$ cat src/rtl/note_player_if.sv
// note_player_if: note request handshake (val/rdy plus note fields) between a melody sequencer and the player.
// With NOTE_PLAYER_DUTY_EN defined the bus also carries a separate high-phase length.
interface note_player_if #(parameter int PW = 8, parameter int CW = 8);
    logic          val;
    logic          rdy;
    logic [PW-1:0] period;
    logic [CW-1:0] cycles;
`ifdef NOTE_PLAYER_DUTY_EN
    logic [PW-1:0] high;
    modport master(output val, period, high, cycles, input rdy);
    modport slave(input val, period, high, cycles, output rdy);
`else
    modport master(output val, period, cycles, input rdy);
    modport slave(input val, period, cycles, output rdy);
`endif
endinterface

$ cat src/rtl/note_player_seq.sv
// note_player_seq: plays a square wave for N full periods per accepted note, then pulses done.
// NOTE_PLAYER_DUTY_EN selects a separate high-phase length; otherwise the high phase equals the low phase.
module note_player_seq #(
    parameter int PW = 8,
    parameter int CW = 8
) (
    input  logic              clk,
    input  logic              rst,
    note_player_if.slave      bus,
    input  logic              stop,
    output logic              note,
    output logic              done,
    output logic [5:0]        state
);
    typedef enum logic [5:0] {
        IDLE      = 6'b000000,
        LOAD_HIGH = 6'b100000,
        WAIT_HIGH = 6'b010000,
        LOAD_LOW  = 6'b001000,
        WAIT_LOW  = 6'b000100,
        DONE      = 6'b000010
    } state_t;
    state_t        st, nxt;
    logic [PW-1:0] p, h, cnt;
    logic [CW-1:0] rem;
    logic          empty;
`ifdef NOTE_PLAYER_DUTY_EN
    logic [PW-1:0] hl;
    assign h     = hl;
    assign empty = bus.period == '0 || bus.cycles == '0 || bus.high == '0;
`else
    assign h     = p;
    assign empty = bus.period == '0 || bus.cycles == '0;
`endif
    assign bus.rdy = st == IDLE;
    assign note    = st == LOAD_HIGH || st == WAIT_HIGH;
    assign done    = st == DONE;
    assign state   = st;
    always_comb begin
        nxt = IDLE;
        case (st)
            IDLE:      nxt = bus.val ? (empty ? DONE : LOAD_HIGH) : IDLE;
            LOAD_HIGH: nxt = stop ? DONE : WAIT_HIGH;
            WAIT_HIGH: nxt = stop ? DONE : cnt == PW'(1) ? LOAD_LOW : WAIT_HIGH;
            LOAD_LOW:  nxt = stop ? DONE : WAIT_LOW;
            WAIT_LOW:  nxt = stop ? DONE : cnt != PW'(1) ? WAIT_LOW : rem == CW'(1) ? DONE : LOAD_HIGH;
            default:   nxt = IDLE; // DONE and any non-one-hot encoding
        endcase
    end
    always_ff @(posedge clk) begin
        if (!rst) begin
            st  <= IDLE;
            p   <= '0;
            cnt <= '0;
            rem <= '0;
`ifdef NOTE_PLAYER_DUTY_EN
            hl  <= '0;
`endif
        end else begin
            st <= nxt;
            case (st)
                IDLE: if (bus.val) begin
                    p   <= bus.period;
                    rem <= bus.cycles;
`ifdef NOTE_PLAYER_DUTY_EN
                    hl  <= bus.high;
`endif
                end
                LOAD_HIGH: cnt <= h;
                WAIT_HIGH: cnt <= cnt - PW'(1);
                LOAD_LOW:  cnt <= p;
                WAIT_LOW: begin
                    cnt <= cnt - PW'(1);
                    if (cnt == PW'(1)) rem <= rem - CW'(1);
                end
                default: ;
            endcase
        end
    end
endmodule

$ cat src/flat_wrapper.sv
// flat-port wrapper written by rule: the top's interface ports become plain ports
module note_player_seq_flat 
#(
    parameter int PW = 8,
    parameter int CW = 8
)
  (clk, rst, stop, note, done, state, bus_val, bus_period, bus_cycles, bus_rdy);
  note_player_if #(.PW(PW), .CW(CW)) bus_i ();
  input  logic clk;
  input  logic rst;
  input  logic stop;
  output logic note;
  output logic done;
  output logic [5:0] state;
  input wire logic [$bits(bus_i.val)-1:0] bus_val;
  input wire logic [$bits(bus_i.period)-1:0] bus_period;
  input wire logic [$bits(bus_i.cycles)-1:0] bus_cycles;
  output wire logic [$bits(bus_i.rdy)-1:0] bus_rdy;
  assign bus_i.val = bus_val;
  assign bus_i.period = bus_period;
  assign bus_i.cycles = bus_cycles;
  assign bus_rdy = bus_i.rdy;
  note_player_seq #(.PW(PW), .CW(CW)) u_core (.clk(clk), .rst(rst), .bus(bus_i), .stop(stop), .note(note), .done(done), .state(state));
endmodule
$ cat config.mk
export PLATFORM = sky130hd
export DESIGN_NAME = note_player_seq_flat
export DESIGN_NICKNAME = d
export VERILOG_FILES = /design/src/rtl/note_player_if.sv /design/src/rtl/note_player_seq.sv /design/src/flat_wrapper.sv
export SDC_FILE = /design/constraint.sdc
export NUM_CORES = 1
export LEC_CHECK = 0
export CORE_MARGIN = 1.5
export CORE_UTILIZATION = 53
export CTS_CLUSTER_DIAMETER = 60
export CTS_CLUSTER_SIZE = 8
export DETAILED_ROUTE_END_ITERATION = 7
export GPL_ROUTABILITY_DRIVEN = 0
export PLACE_DENSITY = 0.78
export SYNTH_ARGS = -nofsm -noshare
export SYNTH_HDL_FRONTEND = slang
export SYNTH_SLANG_ARGS = --single-unit
$ cat constraint.sdc
create_clock -name clk -period 2.1 [get_ports clk]
set_clock_uncertainty 0.05 [all_clocks]
set_input_delay 0.315 -clock clk [delete_from_list [all_inputs] [get_ports clk]]
set_output_delay 0.315 -clock clk [all_outputs]
set_load 0.01 [all_outputs]
-- Word level (Yosys, flattened, before mapping)
Index checks and enable logic that the tools add are counted.
- register bits after elaboration: 30
- output and inout bits: 9
- $add $sub $neg: 2
- eq/ne operators: 10
- muxes and demuxes: 14
- reductions and logical operators: 11
- operators with widths (cell ; number):
    2-to-1 mux 6 bit ; 6
    case mux 8 bit (2 select lines) ; 2
    case mux 6 bit (5 select lines) ; 1
    == test 8 x 1 -> 1 bit, second input constant ; 2
    zero test 8 bit ; 2
    2-to-1 mux 8 bit ; 2
    subtractor 8 x 1 -> 8 bit, second input constant ; 2
    2-to-1 mux 5 bit ; 2
    != test 8 x 1 -> 1 bit, second input constant ; 1
    == test 6 x 2 -> 1 bit, second input constant ; 1
    == test 6 x 3 -> 1 bit, second input constant ; 1
    == test 6 x 4 -> 1 bit, second input constant ; 1
    == test 6 x 5 -> 1 bit, second input constant ; 1
    == test 6 bit, second input constant ; 1
    zero test 6 bit ; 1
    nonzero test 2 bit ; 2
    OR reduction 2 bit ; 2
    2-to-1 mux 3 bit ; 1
    AND reduction 3 bit ; 1
    logical OR 1 bit ; 2
    != test 2 x 1 -> 1 bit, second input constant ; 1
    != test 2 bit, second input constant ; 1
    AND reduction 2 bit ; 1

-- Logic depth before layout (Yosys ltp)
- word-level depth: 5
- gate-level depth with buffers: 7
- depth with buffers taken out: 6

-- Worst setup path before layout
No wires, ideal clock.
- kind: reg2reg
- from: register u_core.st[2], in the netlist u_core.state[2]
- to: register u_core.cnt[4]
- setup time: 0.119 ns
- arrival time: 1.543 ns
- path slack: 0.388 ns
- cell stages (with the launch flop): 8
- cells stage by stage: dfxtp_1 > buf_4 > xnor2_1 > or4_1 > buf_2 > a21oi_2 > nor2_1 > o221a_1
- longest elaborated chain between the ends: 3
- ends and longest elaborated chain (element ; line ; RTL):
    start: declaration ; note_player_seq.sv:23 ; state_t st, nxt;
    start signal: assignment ; note_player_seq.sv:60 ; st <= nxt;
    == test 6 x 3 -> 1 bit, or another cell as far along ; note_player_seq.sv:61 ; case (st)
    OR reduction 2 bit (no line) ; n/a ;
    case mux 8 bit (2 select lines) or nonzero test 2 bit (tied branches) ; n/a ;
    end signal: assignment ; note_player_seq.sv:69 ; LOAD_HIGH: cnt <= h;
    end signal: assignment ; note_player_seq.sv:70 ; WAIT_HIGH: cnt <= cnt - PW'(1);
    end signal: assignment ; note_player_seq.sv:71 ; LOAD_LOW: cnt <= p;
    end: declaration ; note_player_seq.sv:24 ; logic [PW-1:0] p, h, cnt;
Several ways; a longest one is shown, not always the timed one.
A chain may end at the register's enable or synchronous reset.

-- Worst setup path after layout
- from: register u_core.st[5], in the netlist u_core.state[5]
- to: output done
- longest elaborated chain between the ends: 1
- ends and longest elaborated chain (element ; line ; RTL):
    == test 6 x 2 -> 1 bit ; note_player_seq.sv:37 ; assign done = st == DONE;
    end: declaration ; flat_wrapper.sv:13 ; output logic done;
No other way between the ends.

==> results.sh <==
export IMPL_status="completed"
export IMPL_busiest_layer="met2"
export IMPL_timing_final_crit_period_ns=1.931
export IMPL_grt_util_met2_pct=35.94
export IMPL_placed_area_um2=2153
export IMPL_endpoint_kind="primary output"
export IMPL_grt_ovfl_total=0
export IMPL_die_y_um=61.63
export IMPL_avgRoutedWirePerCell_um=13.23
export IMPL_power_density_nw_per_um2=564.8
export IMPL_layout_common_cells="37 x nand2_1, 26 x dfxtp_1, 24 x clkdlybuf4s50_1"
export IMPL_coreArea_um2=3311
export IMPL_vdd_drop_max_mv=0.3700
export IMPL_post_cts_buffers=0
export IMPL_ys_types=54
export IMPL_tritoncts="built"
export IMPL_finalHoldViolCount=0
export IMPL_drv_slew=0
export IMPL_rsz0062_at_grt="no"
export IMPL_final_setup_tns_ns=0
export IMPL_antenna_cells=0
export IMPL_track_usage_pct=24.04
export IMPL_rows=21
export IMPL_critical_path_class="reg2out"
export IMPL_synth_edf_count=0
export IMPL_synth_warnings=0
export IMPL_slowest_stage="or3_1"
export IMPL_final_common_cell="nand2_1"
export IMPL_hold_path_class="reg2reg"
export IMPL_grt_pass1_vias=1520
export IMPL_path_buf_inv=1
export IMPL_critPathLaunchType="flip-flop"
export IMPL_hold_buffers=0
export IMPL_fmax_mhz=517.8
export IMPL_crit_fanout=7
export IMPL_drive_gt1_share_pct=13.96
export IMPL_cts_root_buffer="clkbuf_4"
export IMPL_clk_pin_slew_ns=0.10
export IMPL_design_area_um2=2216
export IMPL_grtUsageMet3_pct=5.672
export IMPL_area_growth_pct=21.63
export IMPL_critical_path_max_stage_delay_ns=0.40
export IMPL_grt_max_degree=29
export IMPL_antenna_found_initial=0
export IMPL_ios=29
export IMPL_grt_pass1_wl_um=6782
export IMPL_drv_cap=0
export IMPL_vias=1737
export IMPL_cts_htree_levels=2
export IMPL_cts_buffers=5
export IMPL_ys_seq_elements=29
export IMPL_synthArstFlopShare_pct=0
export IMPL_drtPass1Iterations=4
export IMPL_port_buffers=27
export IMPL_setup_viol=0
export IMPL_clock_latency_ns=0.34
export IMPL_clockBufferDepth=2
export IMPL_initial_core_util_pct=55.03
export IMPL_critPathTopFamily="simple AND/OR/NAND/NOR gates"
export IMPL_hpwl_um=3029
export IMPL_avgSynthCellArea_um2=7.785
export IMPL_syn_num_nets=258
export IMPL_cts_sinks=29
export IMPL_avgViaCountPerCell=5.585
export IMPL_syn_area_um2=1822
export IMPL_die_width_um=61.63
export IMPL_totalWireLength_um=4113
export IMPL_drtIter0Drc=104
export IMPL_dieArea_um2=3798
export IMPL_ys_seq_area_share_pct=31.87
export IMPL_worstPathArrival_ns=1.57
export IMPL_final_antenna_net_count=0
export IMPL_fin_crit_sh_pct=91.96
export IMPL_ys_flop_type="dfxtp_1"
export IMPL_leakage_nw=0.8205
export IMPL_grtUsageMet1_pct=33.80
export IMPL_path_cells="or3_1, nor3b_1, dlygate4sd2_1"
export IMPL_nets=288
export IMPL_required_ns=1.74
export IMPL_synthCells=234
export IMPL_route_detailed_drc=0
## report_power, final
part           switching (mW)  total, mW  internal [mW]
registers              0.0364      0.620          0.584
clock network           0.203      0.330          0.127
logic                   0.154      0.301          0.147
## flip-flops by register name, summed over array words and instances, names as in the netlist
name          flops
u_core.cnt        8
u_core.h          8
u_core.rem        8
u_core.state      5
## repair_timing
action | in CTS | in global routing
setup endpoints to repair | 3 | 1
gates resized for setup | 4 | 4
pin swaps | 0 | 0
## routing by layer
layer  vias to the layer above  part of all wire (%)
met2                        41                    46
met3                         5                   4.8
met5                         -                     0
met4                         0                  0.90
li1                        895                     -
met1                       796                    48
## final cells by class
class / instances / area [um^2]
multi-input cells: 182 / 1136
repair buffers: 39 / 360.3
fillers: 312 / 1095
clock inverters: 2 / 10.01
clock buffers: 6 / 41.29
flip-flops and latches: 29 / 584.3
well taps: 46 / 57.56
inverters: 7 / 26.28
## path summary, 6_finish.rpt
kind                               from                    endpoint  slack (ns)  depth (start not counted)
max          u_core.state[5]$_SDFF_PN0_                        done        0.17                          3
min            u_core.h[4]$_SDFFE_PN0P_    u_core.h[4]$_SDFFE_PN0P_        0.43                          2
max reg2reg  u_core.state[5]$_SDFF_PN0_  u_core.cnt[6]$_SDFFE_PN0P_        0.25                          5
min reg2reg    u_core.h[4]$_SDFFE_PN0P_    u_core.h[4]$_SDFFE_PN0P_        0.43                          2
## worst min-delay path, cell delays in order (launching register included)
cell	delay [ns]
dfxtp_1	0.33
nand2_1	0.05
a21boi_0	0.07
## cells in the mapped netlist (all sizes together) (5+ instances only)
cell    number  area, um^2
a21boi      18       135.1
a21oi       13       76.33
buf         11       67.57
clkbuf       5       18.77
dfxtp       29       580.6
inv          7       26.28
nand2       37       138.9
nand3        7       35.03
nor2        20       77.58
nor3         5       25.02
nor4         8       71.32
o21ai       10       53.80
## stage by stage
step                      hold WS (ns)  util (%)  total power, mW  cells  setup WS (ns)
after CTS                       0.4346     66.63            1.253    311        0.04373
after floorplan                 0.3928         -           0.8193    234         0.3885
after global routing            0.4556     66.93            1.321    311        0.04663
after global placement          0.4011     65.04           0.9294    303         0.2587
final                           0.4306     66.93            1.252    311         0.1689
after detailed placement        0.4193     65.04           0.9345    303         0.2438
## cell families (layout without fill, tap and decap cells)
family | Yosys count | after routing | synth area share [%]
AOI/OAI and AO/OA | 68 | 68 | 26.99
DFF | 29 | 29 | 31.87
and+or+nand+nor | 105 | 105 | 29.95
muxes | 1 | 1 | 0.5495
xor gates and xnor gates | 2 | 2 | 0.9617
other | 1 | 1 | 0.2058
adders and majority gates | 5 | 5 | 3.297
buffers and inverters | 23 | 54 | 6.182
Note: power is estimated with default switching activity, not from simulation.
